File: src/rtl/mul_pkg.sv
// Shared constants and state encoding for the sequential 64-bit multiplier.
// The datapath width is tied to the shared 64-bit adder and is not meant to change.
package mul_pkg;

    localparam int MUL_WIDTH = 64;
    localparam int CNT_WIDTH = 6;
    localparam logic [CNT_WIDTH-1:0] CNT_LAST = 6'd63;

    typedef enum logic [1:0] {
        IDLE = 2'd0,
        RUN  = 2'd1,
        DONE = 2'd2
    } mul_state_e;

endpackage

File: src/rtl/add64.sv
// Shared 64-bit adder, combinational: ctrl[0] subtracts b, ctrl[1] forces carry-in.
// ovf is signed overflow of the selected operation; carry out of bit 63 is dropped.
module add64 (
    input  logic [63:0] a,
    input  logic [63:0] b,
    input  logic [1:0]  ctrl,
    output logic [63:0] sum,
    output logic        ovf
);

    logic [63:0] b_op;
    logic        cin;

    always_comb begin
        b_op = ctrl[0] ? ~b : b;
        cin  = ctrl[0] | ctrl[1];
        sum  = a + b_op + {63'd0, cin};
        ovf  = (a[63] == b_op[63]) && (sum[63] != a[63]);
    end

endmodule

File: src/rtl/mul64_seq.sv
// Shift-and-add multiplier: one multiplier bit per RUN cycle, product is (a*b) mod 2^64.
// start is accepted only in IDLE with no queuing; flush cancels any operation on the next edge.
module mul64_seq
    import mul_pkg::*;
#(
    parameter bit EARLY_EXIT = 1'b1,
    parameter int WIDTH      = MUL_WIDTH
) (
    input  logic             clk,
    input  logic             rst_n,
    input  logic             start,
    input  logic             flush,
    input  logic [WIDTH-1:0] a,
    input  logic [WIDTH-1:0] b,
    output logic             busy,
    output logic             done,
    output logic [WIDTH-1:0] result
);

    mul_state_e           state_q, state_d;
    logic [WIDTH-1:0]     acc_q, acc_d;
    logic [WIDTH-1:0]     mcand_q, mcand_d;
    logic [WIDTH-1:0]     mplier_q, mplier_d;
    logic [CNT_WIDTH-1:0] cnt_q, cnt_d;
    logic [WIDTH-1:0]     add_sum;
    logic                 add_ovf_unused;
    logic                 last_step;

    add64 u_add (
        .a    (acc_q),
        .b    (mcand_q),
        .ctrl (2'b00),
        .sum  (add_sum),
        .ovf  (add_ovf_unused)
    );

    // Early exit looks at the multiplier after this cycle's shift.
    assign last_step = (cnt_q == CNT_LAST) ||
                       (EARLY_EXIT && (mplier_q[WIDTH-1:1] == '0));

    always_comb begin
        state_d  = state_q;
        acc_d    = acc_q;
        mcand_d  = mcand_q;
        mplier_d = mplier_q;
        cnt_d    = cnt_q;

        unique case (state_q)
            IDLE: begin
                if (start) begin
                    mcand_d  = a;
                    mplier_d = b;
                    acc_d    = '0;
                    cnt_d    = '0;
                    state_d  = RUN;
                end
            end
            RUN: begin
                if (mplier_q[0]) begin
                    acc_d = add_sum;
                end
                mcand_d  = mcand_q << 1;
                mplier_d = mplier_q >> 1;
                cnt_d    = cnt_q + 6'd1;
                if (last_step) begin
                    state_d = DONE;
                end
            end
            DONE: begin
                state_d = IDLE;
            end
            default: begin
                state_d = IDLE;
            end
        endcase

        if (flush) begin
            state_d = IDLE;
            acc_d   = '0;
        end
    end

    always_ff @(posedge clk or negedge rst_n) begin
        if (!rst_n) begin
            state_q  <= IDLE;
            acc_q    <= '0;
            mcand_q  <= '0;
            mplier_q <= '0;
            cnt_q    <= '0;
        end else begin
            state_q  <= state_d;
            acc_q    <= acc_d;
            mcand_q  <= mcand_d;
            mplier_q <= mplier_d;
            cnt_q    <= cnt_d;
        end
    end

    assign busy   = (state_q != IDLE);
    assign done   = (state_q == DONE);
    assign result = acc_q;

endmodule

File: config.mk
export PLATFORM = sky130hd
export DESIGN_NAME = mul64_seq
export DESIGN_NICKNAME = d
export VERILOG_FILES = /design/src/rtl/mul_pkg.sv /design/src/rtl/add64.sv /design/src/rtl/mul64_seq.sv
export SDC_FILE = /design/constraint.sdc
export NUM_CORES = 1
export LEC_CHECK = 0
export ABC_AREA = 1
export BUFFER_PORTS_ARGS = -buffer_cell sky130_fd_sc_hd__buf_2
export CAP_MARGIN = 10
export CORE_MARGIN = 2
export CORE_UTILIZATION = 45
export DETAILED_ROUTE_END_ITERATION = 7
export PLACE_DENSITY = 0.68
export SLEW_MARGIN = 20
export SYNTH_ARGS = -nofsm -noshare
export SYNTH_HDL_FRONTEND = slang
export SYNTH_SLANG_ARGS = --single-unit
export TNS_END_PERCENT = 30
File: constraint.sdc
create_clock -name clk -period 1.8 [get_ports clk]
set_clock_uncertainty 0.05 [all_clocks]
set_input_delay 0.27 -clock clk [delete_from_list [all_inputs] [get_ports clk]]
set_output_delay 0.27 -clock clk [all_outputs]
set_load 0.005 [all_outputs]
* Word-level counts from Yosys, hierarchy flattened
Index checks and enable logic that the tools add are counted.
Storage, ports and cells: bits in registers 200, output and inout port bits 66, word-level logic and storage cells 37
Operators by class: muxes and demuxes 14, add/subtract/negate cells 2, eq/ne operators 7, reductions and logical operators 9
Operators with widths (number):
- $pmux W64 S2 | 3
- $mux W64 | 5
- $add A64 B64 Y64 | 1
- $logic_not A63 Y1 | 1
- $pmux W6 S2 | 1
- $ne A3 B3 Y1 const B | 3
- $add A6 B1 Y6 const B | 1
- $eq A6 B6 Y1 const B | 1
- $mux W2 | 3
- $mux W6 | 1
- $pmux W2 S2 | 1
- $reduce_and A2 Y1 | 2
- $reduce_bool A2 Y1 | 2
- $reduce_and A3 Y1 | 1
- $reduce_bool A3 Y1 | 1
- $eq A2 B1 Y1 const B | 1
- $eq A2 B2 Y1 const B | 1
- $logic_not A2 Y1 | 1
- $ne A2 B2 Y1 const B | 1
- $logic_or A1 B1 Y1 | 1

* Depth between registers and ports, before layout
depth in word-level cells 5, mapped depth 17

* Modules after synthesis
Synthesis repeated with hierarchy kept, for this count alone.
Unflattened totals: cells, all modules 2163, area total of the unflattened synthesis 14809.2 µm²
By module, submodules not included:
- mul64_seq | area an instance 8630.8 µm², times used 1, cells an instance 945
- add64 | area an instance 6178.4 µm², times used 1, cells an instance 1218

* Worst setup path after synthesis
Ideal clock, no wire load.
kind register -> register, from register acc_q[0] (netlist: result[0]), to register acc_q[48] (netlist: result[48]), stages on the path, launching flop included 16, required time 1633 ps, data arrival time 1816 ps, clock period less this slack 1984 ps, path buffers 0, path slack -184 ps, path through dfrtp_1 > ha_1 > inv_1 > fa_1 > inv_1 > nand3_1 > nand2_1 > nand2_1 > nand2_1 > nand2_1 > nand2_1 > nand3_1 > nand3_1 > nand2_1 > nand3_1 > nand2_1
On the way: longest elaborated chain between the ends 4
Ends and longest elaborated chain:
- start: declaration | RTL line mul64_seq.sv:21 | logic [WIDTH-1:0] acc_q, acc_d;
- start signal: assignment | RTL line mul64_seq.sv:86 | acc_q <= '0;
- start signal: assignment | RTL line mul64_seq.sv:92 | acc_q <= acc_d;
- $add A64 B64 Y64 | RTL line add64.sv:17 | sum = a + b_op + {63'd0, cin};
- $mux W64 | RTL line mul64_seq.sv:59 | if (mplier_q[0]) begin
- $pmux W64 S2 | RTL line mul64_seq.sv:48 | unique case (state_q)
- $mux W64 | RTL line mul64_seq.sv:77 | if (flush) begin
No other way between the ends. The select of a mux whose other input is x is not followed. A chain may end at the register's enable or synchronous reset.

* Final worst setup path
from register mcand_q[25], to register acc_q[46] (netlist: result[46])
On the way: longest elaborated chain between the ends 4
Ends and longest elaborated chain:
- start: declaration | RTL line mul64_seq.sv:22 | logic [WIDTH-1:0] mcand_q, mcand_d;
- start signal: assignment | RTL line mul64_seq.sv:93 | mcand_q <= mcand_d;
- $add A64 B64 Y64 | RTL line add64.sv:17
- $mux W64 | RTL line mul64_seq.sv:59
- $pmux W64 S2 | RTL line mul64_seq.sv:48
- $mux W64 | RTL line mul64_seq.sv:77
No other way between the ends. The select of a mux whose other input is x is not followed.

==> summary.json <==
{
  "outcome": {
    "status": "finished with violations",
    "failing_checks": "setup timing"
  },
  "setup_path": {
    "cpMostUsedCell": "nand2_4",
    "r2r_setup_slk_ps": -360,
    "cp-start-kind": "register",
    "slowest_stage": "dfrtp_1",
    "worst_r2r_path_depth": 13,
    "critical_path.max_fanout": 4,
    "criticalPathCategory": "register to register",
    "cp-end-kind": "register",
    "worst_r2r_endpoint": "result[46]",
    "crit_required_ps": 2110,
    "number_of_buffers_and_inverters_on_the_critical_path": 2,
    "crit_path_start": "mcand_q[25]",
    "worst_ep_arrival_time_ps": 2470,
    "cp_cell_sequence": "ha_4, buf_6, nand2_4, nor2_2, inv_1, nor3_2, nand2_4, nand2_4, nand2_2, nand2_1, nand2_1, nand3_2, nand2_2",
    "cp_slowest_stage_delay_ps": 420,
    "worstReg2RegStart": "mcand_q[25]",
    "worst_path_dominant_cell_family": "simple AND/OR/NAND/NOR gates"
  },
  "finish": {
    "num-fill-cells": 2392,
    "multiInputGateArea_mm2": 0.00965,
    "final_nets": 3003,
    "layout-drive-gt1-share_pct": 38.3,
    "antenna_cells": 0,
    "area_taken_by_flip_flops_and_latches_mm2": 0.00502,
    "areaGrowthSynthToFinish_pct": 59.7,
    "instances_no_fill": 3215
  },
  "synthesis": {
    "synth_seq_cells": 200,
    "synth_top_cells_by_count": "913 x nand2_1, 407 x inv_1, 200 x dfrtp_1, 116 x nor2_1, 80 x nand3_1",
    "synth_cells": 2168,
    "post_synth_instance_area_mm2": 0.0141,
    "ys_dominant_reg_cell": "dfrtp_1",
    "synth_top_area_share_pct": 35.5,
    "synth.avg_cell_area_um2": 6.51,
    "synth_sequential_area_ratio_pct": 35.5,
    "net_count_after_synthesis": 2365,
    "synth.most_common_cell": "nand2_1",
    "synth_area_leaders": "dfrtp_1 35%, nand2_1 24%, inv_1 11%, ha_1 5.7%, o221ai_1 3.4%",
    "synth-edff-count": 0,
    "synth_largest_area_cell": "dfrtp_1",
    "ys_async_sr_fraction_pct": 100,
    "yosysUniqueCellTypes": 37,
    "yosysWarningCount": 0
  },
  "timing": {
    "pin_slew_with_the_least_headroom_to_its_limit_ps": 432,
    "maxClockFrequency_mhz": 462,
    "max_slew_vio_count": 0,
    "final_setup_slack_of_the_worst_path_ps": -363,
    "final_period_minus_worst_setup_slack_ps": 2160,
    "timing.final.setup_violations": 60,
    "timing_hold_violations_final": 0,
    "rsz0062_at_grt": "yes",
    "final_min_period_over_clock_period_pct": 120,
    "maxSlewHeadroom_pct": 70.9
  },
  "clocking": {
    "clock_sink_count": 200,
    "clock_path_buffers": 2,
    "cts_root_buf": "clkbuf_16",
    "worst_setup_hold_path_clk_slew_ps": 80,
    "h-tree-depth": 4,
    "tritoncts": "built",
    "cts-buffers-inserted": 17,
    "clk-insertion-delay-late_ps": 470
  },
  "global_route": {
    "grt_pass1_vias": 16686,
    "all_layer_gr_usage_pct": 33.4,
    "antenna_found_initial": 0,
    "globalRoute.totalOverflow": 0,
    "grt_start_max_net_pins": 62,
    "grt_first_pass_wirelength_um": 86600
  },
  "die": {
    "initial_core_util_pct": 45.9,
    "core-area_mm2": 0.0307,
    "floorplan.rows": 64,
    "ios": 198,
    "die_height_um": 181,
    "die_w_um": 181,
    "design.die.area_mm2": 0.0328
  },
  "drt": {
    "routed_antenna_nets": 0,
    "drt_first_iter_violations": 1216,
    "drc": 0,
    "drt-total-wl_um": 55800,
    "detailedRoute.firstPassIterationCount": 8,
    "detailroute.via_count": 16812,
    "viasPerCell": 5.23,
    "wl_per_cell_um": 17.4
  },
  "placed_design": {
    "weighted_congestion_reported_at_the_end_of_routability_driven_placement": 1.04,
    "dpl.cell_count": 3008,
    "preCtsSetupSlack_ps": -494,
    "port_buffers": 197,
    "post-dp-hpwl_um": 38900
  },
  "min_path": {
    "min_delay_worst_endpoint": "mcand_q[2]",
    "worst_hold_path_type": "input port to register",
    "hold_path_startpoint": "a[2]",
    "worstHoldPathCells": 3
  },
  "power_and_ir_drop": {
    "power_density_mw_per_mm2": 1050,
    "vdd_ir_drop_max_v": 0.000785,
    "cellLeakagePower_nw": 12.4
  },
  "flow_run": {
    "cap_viol_max_count": 0
  }
}
per-stage QoR:
| stage | TNS (ps) | util (%) | hold WS [ps] | cell area [um2] | power (mW) |
|---|---|---|---|---|---|
| final | -14580 | 73.3 | 19.8 | 22500 | 23.7 |
| after global routing | -20040 | 73.3 | 9.42 | 22500 | 25.0 |
| after CTS | -11330 | 69.5 | 4.37 | 21400 | 22.2 |
| after detailed placement | -19410 | 57.9 | 177 | 17800 | 16.0 |
| after global placement | -18150 | 57.9 | 183 | 17800 | 15.8 |
| after floorplan | -1110 | - | -75.6 | 14100 | 11.3 |
power by group:
part,leakage (nW),total (mW),internal (mW),switching [mW]
Combinational,9.57,12.7,6.00,6.74
Clock,0.297,4.12,2.04,2.08
Sequential,2.53,6.82,5.69,1.14
layout make-up:
cell class / instances / area share (%)
inverter: 417 / 6.97
tap: 396 / 2.20
clock inverter: 14 / 0.789
sequential: 200 / 22.3
timing repair buffer: 673 / 23.0
clock buffer: 18 / 1.95
multi-input combinational: 1497 / 42.8
how the worst max path moves through the flow:
stage          cells past startpoint  slack (ps)         end
6_report                          13        -360  result[46]
5_1_grt                           15        -440  result[34]
4_1_cts                           15        -340  result[42]
3_5_place_dp                      13        -490  result[28]
3_3_place_gp                      15        -490  result[46]
2_1_floorplan                     17         -90  result[62]
worst reg2reg max path, delay by kind of cell (launching register included):
| family | cells | cell delay [ps] |
|---|---|---|
| and+or+nand+nor | 10 | 1020 |
| DFF | 1 | 420 |
| adders and majority gates | 1 | 300 |
| buffers and inverters | 2 | 260 |
sequential cells by signal (all words and copies together), names as in the netlist:
register / flops
cnt_q: 6
mcand_q: 64
mplier_q: 64
result: 64
state_q: 2
cell families after synthesis:
group                      Yosys count  synth area share, %
AOI/OAI and AO/OA                  235                 11.4
xor gates and xnor gates             4                0.248
adders and majority gates           65                 5.82
buffers and inverters              471                 12.9
DFF                                200                 35.5
and+or+nand+nor                   1193                 34.2
what timing repair did:
item	4_1_cts	5_1_grt
pin swaps	108	100
endpoints found under the hold margin	151	0
setup endpoints to repair	59	69
resized for setup	334	266
hold buffers	123	0
buffers inserted	27	28
layer usage:
metal	vias to the layer above	share of wire, %	routed length (um)	track usage (%)
met5	-	0	0	0
met4	0	2.8	1560	10.6
met3	84	6.9	3880	5.22
met2	696	48	26700	56.4
met1	7972	43	23700	44.1
li1	8060	-	-	-
cells in the final DEF (no fill, tap or decap), types with 10 or more instances in the layout:
| cell type | netlist | routed |
|---|---|---|
| a21oi_1 | 60 | 24 |
| a21oi_2 | 0 | 29 |
| a22oi_1 | 53 | 53 |
| buf_12 | 0 | 14 |
| buf_2 | 22 | 196 |
| buf_4 | 2 | 305 |
| buf_6 | 2 | 34 |
| clkbuf_16 | 0 | 17 |
| dfrtp_1 | 200 | 190 |
| dfrtp_2 | 0 | 10 |
| dlygate4sd3_1 | 0 | 123 |
| ha_4 | 0 | 57 |
| inv_1 | 407 | 371 |
| inv_2 | 8 | 42 |
| nand2_1 | 913 | 707 |
| nand2_2 | 15 | 158 |
| nand2_4 | 0 | 59 |
| nand3_1 | 80 | 48 |
| nand3_2 | 4 | 25 |
| nand3_4 | 0 | 11 |
| nand4_1 | 12 | 12 |
| nor2_1 | 116 | 61 |
| nor2_2 | 11 | 43 |
| nor2_4 | 1 | 24 |
| nor4_1 | 15 | 15 |
| o211ai_1 | 18 | 18 |
| o21ai_0 | 23 | 14 |
| o21ai_1 | 14 | 22 |
| o221ai_1 | 55 | 55 |
Note: power is estimated with default switching activity, not from simulation.
